==> src/rtl/dmem_arbiter.sv <==
// Arbitrates the data RAM port between pipeline (P) and loader (L); grant is same-cycle, read data returns 1 cycle later.
// No buffering: an ungranted requester holds its request; P is stalled, L is protected by a starvation counter and bounded lock.
module dmem_arbiter #(
    parameter int unsigned STARVE_LIMIT = 4,
    parameter int unsigned LOCK_MAX     = 8
) (
    input  logic        Clk,
    input  logic        Reset,
    input  logic        p_req,
    input  logic        p_wr_en,
    input  logic [31:0] p_addr,
    input  logic [31:0] p_wr_data,
    output logic        p_gnt,
    output logic        p_stall,
    output logic        p_rd_valid,
    output logic [31:0] p_rd_data,
    input  logic        l_req,
    input  logic        l_wr_en,
    input  logic        l_lock,
    input  logic [31:0] l_addr,
    input  logic [31:0] l_wr_data,
    output logic        l_gnt,
    output logic        l_rd_valid,
    output logic [31:0] l_rd_data,
    output logic [31:0] mem_addr,
    output logic [31:0] mem_wr_data,
    output logic        mem_wr_en,
    output logic        mem_en,
    input  logic [31:0] mem_rd_data
);

    localparam logic [1:0] ST_PRI_P   = 2'd0;
    localparam logic [1:0] ST_FORCE_L = 2'd1;
    localparam logic [1:0] ST_LOCK_L  = 2'd2;

    localparam logic [1:0] OWN_NONE = 2'd0;
    localparam logic [1:0] OWN_P    = 2'd1;
    localparam logic [1:0] OWN_L    = 2'd2;

    localparam logic [3:0] STARVE_MAX = 4'(STARVE_LIMIT);
    localparam logic [7:0] LOCK_LAST  = 8'(LOCK_MAX - 1);

    logic [1:0] state_q, state_d;
    logic [1:0] rd_owner_q, rd_owner_d;
    logic [3:0] starve_cnt_q, starve_cnt_d;
    logic [7:0] lock_cnt_q, lock_cnt_d;
    logic       lock_blocked_q, lock_blocked_d;
    logic       lock_take;
    logic       lock_last;

    always_comb begin
        p_gnt = 1'b0;
        l_gnt = 1'b0;
        case (state_q)
            ST_PRI_P: begin
                p_gnt = p_req;
                l_gnt = ~p_req & l_req;
            end
            ST_FORCE_L: begin
                l_gnt = l_req;
                p_gnt = ~l_req & p_req;
            end
            default: begin
                l_gnt = l_req;
            end
        endcase
    end

    // A blocked lock request behaves like a plain loader access.
    assign lock_take = l_gnt & l_lock & ~lock_blocked_q;
    assign lock_last = (lock_cnt_q == LOCK_LAST);

    always_comb begin
        state_d      = state_q;
        starve_cnt_d = 4'd0;
        lock_cnt_d   = lock_cnt_q;
        case (state_q)
            ST_PRI_P: begin
                if (l_req & ~l_gnt) begin
                    starve_cnt_d = (starve_cnt_q >= STARVE_MAX) ? STARVE_MAX : 4'(starve_cnt_q + 4'd1);
                end
                if (lock_take) begin
                    state_d    = ST_LOCK_L;
                    lock_cnt_d = 8'd0;
                end else if (starve_cnt_d == STARVE_MAX) begin
                    state_d = ST_FORCE_L;
                end
            end
            ST_FORCE_L: begin
                if (lock_take) begin
                    state_d    = ST_LOCK_L;
                    lock_cnt_d = 8'd0;
                end else begin
                    state_d = ST_PRI_P;
                end
            end
            ST_LOCK_L: begin
                lock_cnt_d = 8'(lock_cnt_q + 8'd1);
                if (~l_lock | ~l_req | lock_last) begin
                    state_d = ST_PRI_P;
                end
            end
            default: begin
                state_d = ST_PRI_P;
            end
        endcase
    end

    always_comb begin
        lock_blocked_d = lock_blocked_q;
        if ((state_q == ST_LOCK_L) && lock_last && l_lock) begin
            lock_blocked_d = 1'b1;
        end else if (~l_lock) begin
            lock_blocked_d = 1'b0;
        end
    end

    always_comb begin
        rd_owner_d = OWN_NONE;
        if (p_gnt & ~p_wr_en) begin
            rd_owner_d = OWN_P;
        end else if (l_gnt & ~l_wr_en) begin
            rd_owner_d = OWN_L;
        end
    end

    always_ff @(posedge Clk or posedge Reset) begin
        if (Reset) begin
            state_q        <= ST_PRI_P;
            rd_owner_q     <= OWN_NONE;
            starve_cnt_q   <= 4'd0;
            lock_cnt_q     <= 8'd0;
            lock_blocked_q <= 1'b0;
        end else begin
            state_q        <= state_d;
            rd_owner_q     <= rd_owner_d;
            starve_cnt_q   <= starve_cnt_d;
            lock_cnt_q     <= lock_cnt_d;
            lock_blocked_q <= lock_blocked_d;
        end
    end

    assign p_stall     = p_req & ~p_gnt;
    assign mem_en      = p_gnt | l_gnt;
    assign mem_addr    = p_gnt ? p_addr    : (l_gnt ? l_addr    : 32'h0);
    assign mem_wr_data = p_gnt ? p_wr_data : (l_gnt ? l_wr_data : 32'h0);
    assign mem_wr_en   = p_gnt ? p_wr_en   : (l_gnt & l_wr_en);

    assign p_rd_valid = (rd_owner_q == OWN_P);
    assign l_rd_valid = (rd_owner_q == OWN_L);
    assign p_rd_data  = p_rd_valid ? mem_rd_data : 32'h0;
    assign l_rd_data  = l_rd_valid ? mem_rd_data : 32'h0;

endmodule

==> config.mk <==
export PLATFORM = sky130hd
export DESIGN_NAME = dmem_arbiter
export DESIGN_NICKNAME = d
export VERILOG_FILES = /design/src/rtl/dmem_arbiter.sv
export SDC_FILE = /design/constraint.sdc
export NUM_CORES = 1
export LEC_CHECK = 0
export ABC_AREA = 1
export CELL_PAD_IN_SITES_DETAIL_PLACEMENT = 0
export CELL_PAD_IN_SITES_GLOBAL_PLACEMENT = 1
export CORE_ASPECT_RATIO = 0.9
export CORE_MARGIN = 3
export CORE_UTILIZATION = 13
export DETAILED_ROUTE_END_ITERATION = 8
export GPL_ROUTABILITY_DRIVEN = 0
export PLACE_DENSITY_LB_ADDON = 0.1
export SLEW_MARGIN = 0
export SYNTH_ARGS = -nofsm -noshare
export SYNTH_HDL_FRONTEND = slang
export SYNTH_SLANG_ARGS = --single-unit
==> constraint.sdc <==
create_clock -name Clk -period 1.9 [get_ports Clk]
set_clock_uncertainty 0.2 [all_clocks]
set_input_delay 0.19 -clock Clk [delete_from_list [all_inputs] [get_ports Clk]]
set_output_delay 0.19 -clock Clk [all_outputs]
set_load 0.005 [all_outputs]
Word level (Yosys, flattened, before mapping)

Index checks and enable logic that the tools add are counted.

Register bits after elaboration: 17
Input bits: 167

Add/subtract/negate cells: 2
$lt $le $gt $ge: 1
Eq/ne operators: 10
Mux-type cells: 24
Bitwise logic cells: 20
Reductions and logical operators: 7

Operators with widths:

| cell                                                                  | count |
|---|---|
| 32-bit two-way mux                                                    | 6 |
| 4-bit two-way mux                                                     | 4 |
| 8-bit case mux with 2 select lines                                    | 1 |
| 2-bit two-way mux                                                     | 6 |
| 1-bit bitwise AND                                                     | 9 |
| 8-bit by 1-bit adder with 8-bit output, second input constant         | 1 |
| 8-bit by 3-bit == test with 1-bit output, second input constant       | 1 |
| 8-bit two-way mux                                                     | 1 |
| 1-bit inverter                                                        | 8 |
| 2-bit case mux with 3 select lines                                    | 1 |
| 4-bit by 1-bit adder with 4-bit output, second input constant         | 1 |
| 2-bit by 1-bit == test with 1-bit output, second input constant       | 2 |
| 2-bit == test, second input constant                                  | 2 |
| 4-bit by 3-bit == test with 1-bit output, second input constant       | 1 |
| 4-bit by 3-bit >= comparator with 1-bit output, second input constant | 1 |
| 1-bit two-way mux                                                     | 4 |
| 2-bit by 1-bit != test with 1-bit output, second input constant       | 2 |
| 2-bit AND reduction                                                   | 2 |
| 3-bit != test, second input constant                                  | 1 |
| 1-bit bitwise OR                                                      | 3 |
| 1-bit logical AND                                                     | 2 |
| 2-bit zero test                                                       | 1 |
| 2-bit != test, second input constant                                  | 1 |
| 1-bit case mux with 2 select lines                                    | 1 |
| 2 further kinds                                                       | 2 |

Longest topological paths before layout

Gate-level depths: netlist of the first run.

Depth after elaboration: 11
Mapped depth: 8
Depth with buffers taken out: 6

Worst setup path after synthesis of the first run

Ideal clock, no wire load.

Kind: reg-to-output
Start: register state_q[1]
End: output port mem_addr[14]
Data arrival time: 1115 ps
Required time: 1510 ps
Slack: 395 ps
Cell stages (with the launch flop): 8
Cell sequence: dfrtp_1 > inv_1 > nand3_2 > inv_1 > buf_4 > buf_2 > nand2_1 > nand2_1

Longest elaborated chain between the ends: 4
Elaborated cells between the ends (all ways): 6

RTL lines:

| what                   | RTL line | RTL |
|---|---|---|
| start, declared        | 43       | `logic [1:0] state_q, state_d;` |
| start signal, assigned | 135      | `state_q <= state_d;` |
| 2-bit zero test        | 54       | `case (state_q)` |
| 1-bit two-way mux      | 54       |  |
| 32-bit two-way mux     | 145      | `assign mem_addr = p_gnt ? p_addr : (l_gnt ? l_addr : 32'h0);` |
| 32-bit two-way mux (*) | 145      |  |
| end, declared          | 25       | `output logic [31:0] mem_addr,` |

Mark *: on every way between the ends. The rest lies on a longest branch, timed or not.

Worst setup path after layout of the first run

Start: register state_q[0]
End: output port mem_addr[22]

The elaborated chain is that of the path after synthesis.

==> results of run 1 <==
==> final cells by class <==
cell class	instances	area (um^2)
Inverter	51	206.4
Sequential cell	17	425.4
Tap cell	202	252.7
Fill cell	1691	9687
Multi-Input combinational cell	339	1563
Clock buffer	4	78.83
Timing Repair Buffer	357	3390
==> layer usage <==
metal | up-vias | part of all wire, % | track usage (%)
li1 | 1937 | - | -
met1 | 1721 | 39 | 18.94
met2 | 156 | 52 | 30.35
met3 | 16 | 6.7 | 3.317
met4 | 0 | 1.7 | 3.020
met5 | - | 0 | 0
==> state kept, by name, summed over array words and instances, names as in the netlist <==
signal and cells:
lock_blocked_q 1, lock_cnt_q 8, rd_owner_q 2, starve_cnt_q 4, state_q 2
==> cell families (layout without fill, tap and decap cells) <==
kind of cell | after synthesis | after routing
other cells | 1 | 1
simple gates | 327 | 327
fa+ha+maj | 2 | 2
compound gates | 9 | 9
flops | 17 | 17
buf+inv | 72 | 412
==> report_power, final <==
part           internal [mW]  switching, mW  total [mW]
logic                  0.826          0.574        1.40
clock network          0.284          0.129       0.413
registers              0.401         0.0408       0.442
==> layout by cell type (no fill, tap or decap) <==
| cell | instances |
|---|---|
| sky130_fd_sc_hd__a21oi_1 | 4 |
| sky130_fd_sc_hd__conb_1 | 1 |
| sky130_fd_sc_hd__buf_12 | 9 |
| sky130_fd_sc_hd__nor2_1 | 79 |
| sky130_fd_sc_hd__buf_8 | 3 |
| sky130_fd_sc_hd__nand3b_1 | 1 |
| sky130_fd_sc_hd__inv_2 | 3 |
| sky130_fd_sc_hd__clkbuf_1 | 1 |
| sky130_fd_sc_hd__clkbuf_16 | 5 |
| sky130_fd_sc_hd__o21ai_2 | 1 |
| sky130_fd_sc_hd__buf_16 | 6 |
| sky130_fd_sc_hd__nand3_4 | 1 |
| sky130_fd_sc_hd__nor3_1 | 1 |
| sky130_fd_sc_hd__nor3b_1 | 1 |
| sky130_fd_sc_hd__dlygate4sd2_1 | 53 |
| sky130_fd_sc_hd__clkdlybuf4s50_1 | 165 |
| sky130_fd_sc_hd__bufbuf_16 | 2 |
| sky130_fd_sc_hd__nand2_2 | 49 |
| sky130_fd_sc_hd__clkbuf_2 | 22 |
| sky130_fd_sc_hd__nor2_2 | 2 |
| sky130_fd_sc_hd__buf_4 | 20 |
| sky130_fd_sc_hd__o21ai_0 | 4 |
| sky130_fd_sc_hd__nand2_1 | 163 |
| sky130_fd_sc_hd__buf_6 | 20 |
| sky130_fd_sc_hd__nand2_4 | 11 |
| sky130_fd_sc_hd__nand3_1 | 18 |
| sky130_fd_sc_hd__inv_1 | 46 |
| sky130_fd_sc_hd__ha_1 | 2 |
| sky130_fd_sc_hd__inv_8 | 2 |
| sky130_fd_sc_hd__nor2b_1 | 1 |
| sky130_fd_sc_hd__buf_2 | 54 |
| sky130_fd_sc_hd__dfrtp_1 | 17 |
| sky130_fd_sc_hd__dlymetal6s2s_1 | 1 |
==> worst paths after layout <==
path,from,end,slack [ns],cells after the start
max,state_q[0],mem_addr[22],-0.1,10
min,Reset,state_q[0],0.05,3
max reg2reg,state_q[0],lock_cnt_q[7],0.37,8
min reg2reg,lock_blocked_q,lock_blocked_q,0.33,2
max in group asynchronous,Reset,starve_cnt_q[2],1.26,3
min in group Clk,l_wr_en,rd_owner_q[1],0.32,2
==> stage by stage <==
| step | hold WS [ns] | cell area, um^2 | TNS (ns) | std cells |
|---|---|---|---|---|
| after floorplan | -0.08393 | 2098 | 0 | 428 |
| after global placement | 0.3035 | 5414 | -22.96 | 925 |
| after detailed placement | 0.3104 | 5414 | -23.77 | 925 |
| after CTS | 0.05894 | 5842 | -1.650 | 967 |
| after global routing | 0.09827 | 5916 | -3.653 | 970 |
| final | 0.05316 | 5916 | -0.5504 | 970 |
==> synth_stat cells, types with 2 or more instances <==
cell	n	share of area, %
sky130_fd_sc_hd__dfrtp_1	17	20
sky130_fd_sc_hd__nor2_1	81	14
sky130_fd_sc_hd__ha_1	2	1.2
sky130_fd_sc_hd__inv_1	50	8.9
sky130_fd_sc_hd__a21oi_1	4	0.95
sky130_fd_sc_hd__nand2_1	222	40
sky130_fd_sc_hd__clkbuf_1	8	1.4
sky130_fd_sc_hd__buf_2	5	1.2
sky130_fd_sc_hd__buf_6	6	3.2
sky130_fd_sc_hd__buf_4	2	0.72
sky130_fd_sc_hd__o21ai_0	5	1.2
sky130_fd_sc_hd__nand3_1	18	4.3
==> critical path, stage by stage, from the launching register on <==
cell                      delay, ns
sky130_fd_sc_hd__dfrtp_1       0.39
sky130_fd_sc_hd__nand2_2       0.08
sky130_fd_sc_hd__nand3_4       0.12
sky130_fd_sc_hd__nand2_4       0.12
sky130_fd_sc_hd__inv_8         0.06
sky130_fd_sc_hd__buf_12        0.13
sky130_fd_sc_hd__buf_16        0.14
sky130_fd_sc_hd__buf_6         0.11
sky130_fd_sc_hd__nand2_2       0.04
sky130_fd_sc_hd__nand2_1       0.04
sky130_fd_sc_hd__buf_2         0.12
==> what timing repair did <==
action	4_1_cts	5_1_grt
setup endpoints to repair	133	82
cloned	10	2
gates resized for setup	395	84
setup buffers	28	5
pin swaps	4	6
endpoints found under the hold margin	0	0
==> results.txt, run 1 <==
The run finished, with violations left. The final reports fail on setup timing. The vias after detailed routing is 3830. The worst path uses 105.2% of the clock period.

STA classifies the critical path endpoint as an output port. The die covers 17700 um^2. The wire length per cell came out at around 16 um. The first-pass GRT wire length came out at approximately 22000 um.

OpenSTA, run right after detailed placement, puts the worst setup slack at -0.4740 ns. The via count normalized by instance count is between 3 and 4. The core region is 15600 um^2. The ratio of total power to cell area came out at 381.2 nW/um^2.

In the routed design, unresolved DRC markers number 0. After the first detailed-routing iteration, the DRC count stood at 103. The number of ports placed on the die boundary came out at 302. Each instance of the synthesized netlist takes up on average between 4 and 5 um^2. The number of antenna cells inserted came out at 0. The number of flops mapped to enable cells by yosys came out at 0.

The total half-perimeter wirelength after legalization and detailed placement came out at around 11000 um. The number of sinks on the clock net is 17. For this run, the detailed router's first-pass iteration total came to 4.

After synthesis, the largest family of logic cells by area is simple AND/OR/NAND/NOR gates. Synthesis instantiated 20 different standard cells from the library. The number of clock buffers inserted by TritonCTS came out at 3. For the worst setup path, the data arrival time is 1.61 ns. The most used flip-flop cell after synthesis is sky130_fd_sc_hd__dfrtp_1. The worst path in the final design needs a cycle of 1.999 ns, including I/O delays and setup. The floorplan die width is about 140 um. The critical-path maximum fanout came out at 8. The share of the yosys chip area belonging to registers came out at 20.27%. The number of synthesis warnings came out at 0.

The reported leakage power came out at 3.334 nW. Clock tree synthesis selected as its root buffer the cell sky130_fd_sc_hd__clkbuf_16. The initial core utilization came out at around 13%. Summed over all layers, the global routing overflow is 0.

The synthesized netlist net count is 597. Clock-pin slew was measured on the worst setup and hold paths at 0.05 ns. The global-route usage over all layers is 16.11%.

The achievable frequency came out at 0.5004 GHz. Compared with the post-synthesis result, the final layout area differs by 181.9%. The via count of the first global-routing pass is 3709.

Setup repair after global routing could not meet its margin everywhere. The setup slack of the critical path after layout is -0.09859 ns. The min-delay analysis places its worst path in the category in -> async. The number of port buffers came out at 301. The H-tree depth is 1. The share of the core filled with cells in the final layout came out at 37.92%.

The count of final setup violators came out at 18. The worst setup path is of the reg -> out kind. The share of the synthesized netlist area taken by xor and xnor gates is 0%. The total of flip-flops plus latches after synthesis came out at 17. The maximum number of pins on one net before global-route repair came out at 18. At the worst endpoint, the required time is approximately 1.5 ns. The fraction of the mapped netlist area in compound gates is 2.147%. The number of instances in the synthesized netlist is 428.

The number of max-capacitance violations reported is 0. In the synthesized netlist, mux cells make up 0% of the area. The overall power of the completed layout came out at 2.255 mW. Of the total synthesized cell area, the portion taken by AND, OR, NAND and NOR gates is 60.52%. The die height is 126.5 um. The count of endpoints failing hold in the final timing report is 0. At the end of the flow, the number of nets in the layout was 938. The mapped cell area came out at 2098 um^2.

The clock reaches the later pin of the worst-skew pair after 0.24 ns. The arithmetic-cell share of the synthesized area counting full adders, half adders and majority gates is 1.193%. The hold-fix buffer count after cts came out at 0.

The number of antenna violations at the first check in global routing is 0. The share of post-route cells with drive strength above 1 came out at a little over a quarter. The number of buffers on the longest clock path came out at 2. The number of nets still failing antenna checks after routing came out at 0. The maximum vdd drop is 465.9 uV.

Of all flip-flops after synthesis, the portion carrying an async set or reset was 100.0%. The final layout contains routed wiring with a total length of between 15000 and 20000 um. The number of core rows came out at 43. TritonCTS built the clock tree.

The final max-slew violation count is 0. The worst setup path is launched from a flip-flop.
Note: power is estimated with default switching activity, not from simulation.
==> inputs of run 2 (changes only) <==
--- a/config.mk
+++ b/config.mk
@@ -5,7 +5,6 @@
 export SDC_FILE = /design/constraint.sdc
 export NUM_CORES = 1
 export LEC_CHECK = 0
-export ABC_AREA = 1
 export CELL_PAD_IN_SITES_DETAIL_PLACEMENT = 0
 export CELL_PAD_IN_SITES_GLOBAL_PLACEMENT = 1
 export CORE_ASPECT_RATIO = 0.9
==> run 2 against run 1 <==
Against the previous run: the run still ends with setup timing left; synthesized cell count fell by 47%; total power rose by 0.61%; synthesized area fell by 9.0%; critical path type unchanged; critical endpoint is now mem_wr_data[5]; largest power group unchanged; highest routed layer unchanged.
==> results.txt, run 2 <==
The flow ran to the end, but the final reports show violations. The checks that failed: setup timing. After synthesis, the largest family of logic cells by area is compound AO/OA/AOI/OAI gates.

The clock latency on the worst-skew pair is 0.25 ns. The remaining global-route overflow came out at 0. TritonCTS built the clock tree. The area share of and/or/nand/nor cells after synthesis came out at 30.54%. For this run, the total global-route usage over all layers was measured as 16.38%. The total half-perimeter wirelength after legalization and detailed placement came out at 10630 um.

The via count of the first global-routing pass is approximately 3200. The number of iterations in the first detailed-routing pass came out at 4. The vias after detailed routing came out at 3168. The worst endpoint data arrival time is 1.71 ns.

Input and output buffers added on the ports amount to 301. The most instantiated library cell after synthesis is sky130_fd_sc_hd__a22o_1. Setup repair after global routing could not meet its margin everywhere. The number of antenna cells inserted came out at 0. After technology mapping, the gate count stands at 226.

Summed over all layers, the routed wires come to ~14000 um. STA classifies the critical path endpoint as an output port. In the synthesized netlist, mux cells make up between 1 and 1.5% of the area.

After synthesis, flip-flops and latches occupy 22.28% of the total area. The first-pass GRT wire length came out at 20410 um. The via count normalized by instance count is 4.174. The share of the core filled with cells in the final layout is approximately 40%. In this run, synthesis inferred 0 flip-flops with an integrated enable.

The detailed-route DRC error count is 0. Among all flip-flop cells after synthesis, the most frequent one is sky130_fd_sc_hd__dfrtp_1. Leaving out fill and tap cells, the most frequent cell in the layout is sky130_fd_sc_hd__clkdlybuf4s50_1. The overall power of the completed layout came out at about 2.3 mW. The CTS clock-pin slew for the worst setup and hold paths is approximately 0.050 ns. The signal on the critical path passes through nand2b_4 -> o21a_4 -> buf_12 -> clkbuf_16 -> a22o_1 -> buf_2. Ranked by total cell area, the synthesized netlist is headed by sky130_fd_sc_hd__a22o_1, sky130_fd_sc_hd__dfrtp_1, sky130_fd_sc_hd__and2_1. The number of nets still failing antenna checks after routing is 0. The post-synthesis cell type with the largest combined area is sky130_fd_sc_hd__a22o_1. The core area came out at 14210 um^2. The setup slack of the critical path after layout is -0.2032 ns. In the final layout, the registers with the most flip-flops are lock_cnt_q x8, starve_cnt_q x4. The mean area per synthesized cell is 8.448 um^2. The worst setup path is launched from a flip-flop. The number of core rows came out at 41.

VDD sags by at most 316.0 uV. The total number of nets in the final design came out at 736. For this configuration, the core starts out at a cell density of 13.44%. The reported leakage power came out at 2.651 nW.

The share of the synthesized netlist area taken by xor and xnor gates is 0%. The top register by number of flip-flops is lock_cnt_q. The final standard cell area without fillers is 5612 um^2. Pin placement for this block handled 302 I/O pins. In the finished design, the share of the clock period the worst path needs comes to 110.7%. Counting instances in the post-synthesis netlist gives the leading cell types as sky130_fd_sc_hd__a22o_1, sky130_fd_sc_hd__and2_1, sky130_fd_sc_hd__dfrtp_1. The mapped cell area is 1909 um^2. Data on the critical path is required at its endpoint by 1.51 ns.

The tool flagged a number of max-cap violations equal to 0. Setup violations remaining at the end of the flow were counted as 66. The ratio of total power to cell area is 404.3 nW/um^2. The count of endpoints failing hold in the final timing report came out at 0. After synthesis, the share of flip-flops with an asynchronous set or reset is 100.0%. The clock net in this run drives a total of 17 sinks.

The total buffers and inverters traversed by the critical path is 3. The total of flip-flops plus latches after synthesis came out at 17. The CTS root buffer is sky130_fd_sc_hd__clkbuf_16.

Dividing the detail-routed wire length by the instance count gives 18.81 um. The synthesized netlist devotes 37.88% of its cell area to compound gates. The signed area change from the synthesized netlist to the final layout is 193.9%.

The count of unique library cells instantiated by Yosys is 38. The H-tree depth came out at 1. The slowest stage of the critical path belongs to the cell sky130_fd_sc_hd__dfrtp_1. The share of Yosys cell area claimed by the top area cell type is 29.82%.

The longest individual stage delay on the worst path came out at 0.37 ns. The time the worst path needs with I/O delays and setup is 2.103 ns. The critical path class is reg -> out. In this run the vertical extent of the chip is 121.0 um. The arithmetic-cell share of the synthesized area counting full adders, half adders and majority gates is 1.311%. Hold is met by around 0.053 ns. Cells with a size suffix above 1 make up 29.15% of the layout. The hold-fix buffer count after cts came out at 0. The die covers 16180 um^2. The number of flip-flops in the largest register came out at 8. The number of buffers on the longest clock path came out at 2. The die is 133.7 um wide.

For this run, the top clock speed supported by timing is ~0.48 GHz. The number of antenna violations at the first check in global routing is 0. In the layout the commonest cells are sky130_fd_sc_hd__clkdlybuf4s50_1, sky130_fd_sc_hd__buf_2, sky130_fd_sc_hd__a22o_1. The total placed instance area came out at 5233 um^2. The synthesized netlist net count came out at between 300 and 400. The path type of the worst min-delay path is in -> async. The number of synthesis warnings is 0. The number of clock buffers inserted by TritonCTS came out at 3. Broken down by cell family, the worst path's largest delay share belongs to compound AO/OA/AOI/OAI gates.

The final max-slew violation count came out at 0. Of all nets on the critical path, the largest fanout is 7. The maximum number of pins on one net before global-route repair came out at 19. For this block, the initial DRC count from the detailed router was 98.
==> run 2: changes by cell type in the layout (fill, tap and decap cells not counted), sizes merged, moves of 31 or more <==
cell | previous run | this run
a22o | 0 | 65
nand2 | 223 | 5
and2 | 0 | 64
inv | 51 | 3
nor2 | 81 | 2
dlygate4sd2 | 53 | 22
==> run 2: cell type report <==
cell class / instances / area [um^2]
fill: 1485 / 8598
timing repair buffer: 356 / 3461
multi-input combinational: 186 / 1393
sequential: 17 / 426.7
tap: 193 / 241.5
clock buffer: 4 / 78.83
inverter: 3 / 11.26
==> run 2: final timing paths <==
path | startpoint | slack (ns) | endpoint | cells past startpoint
min in group Clk | starve_cnt_q[0] | 0.26 | starve_cnt_q[0] | 1
max in group asynchronous | Reset | 1.24 | state_q[0] | 3
worst max register to register | lock_cnt_q[4] | 0.31 | state_q[1] | 3
worst min-delay path | Reset | 0.05 | lock_blocked_q | 3
worst min register to register | starve_cnt_q[0] | 0.26 | starve_cnt_q[0] | 1
worst max-delay path | state_q[1] | -0.20 | mem_wr_data[5] | 6
==> run 2: timing repair <==
action,4_1_cts,5_1_grt
gates resized for setup,385,87
endpoints found under the setup margin,135,114
gates cloned,13,3
buffers inserted,20,8
pin swaps,13,21
endpoints found under the hold margin,0,0
==> run 2: worst register-to-register path, delay by kind of cell, from the launching register on <==
kind / cells / cell delay, ns
compound gates: 1 / 0.10
flops: 1 / 0.43
simple gates: 2 / 0.74
==> run 2: cells by family (layout without fill, tap and decap cells) <==
kind of cell | after synthesis | count (layout)
AO/OA/AOI/OAI | 88 | 88
adder cells (fa/ha/maj) | 2 | 2
buffers and inverters | 23 | 363
flip-flops | 17 | 17
multiplexers | 2 | 2
other | 1 | 1
AND/OR/NAND/NOR | 93 | 93
==> run 2: layer usage <==
metal  global-route usage [%]  vias to the layer above  wire length, um
met4                    2.506                        0              143
li1                         -                     1532                -
met3                    3.897                        8             1101
met1                    19.97                     1464             5777
met2                    29.83                      164             7256
met5                        0                        -                0
==> run 2: report_power, final <==
group | internal (mW) | switching (mW)
Clock | 0.284 | 0.131
Sequential | 0.414 | 0.0628
Combinational | 0.902 | 0.475
==> run 2: per-stage QoR <==
stage	worst slack [ns]	TNS (ns)	instances
6_report	-0.2032	-8.106	759
5_1_grt	-0.2547	-12.02	759
4_1_cts	-0.2274	-11.92	753
3_5_place_dp	-0.5463	-32.97	717
3_3_place_gp	-0.5159	-30.17	717
2_1_floorplan	0.2791	0	226
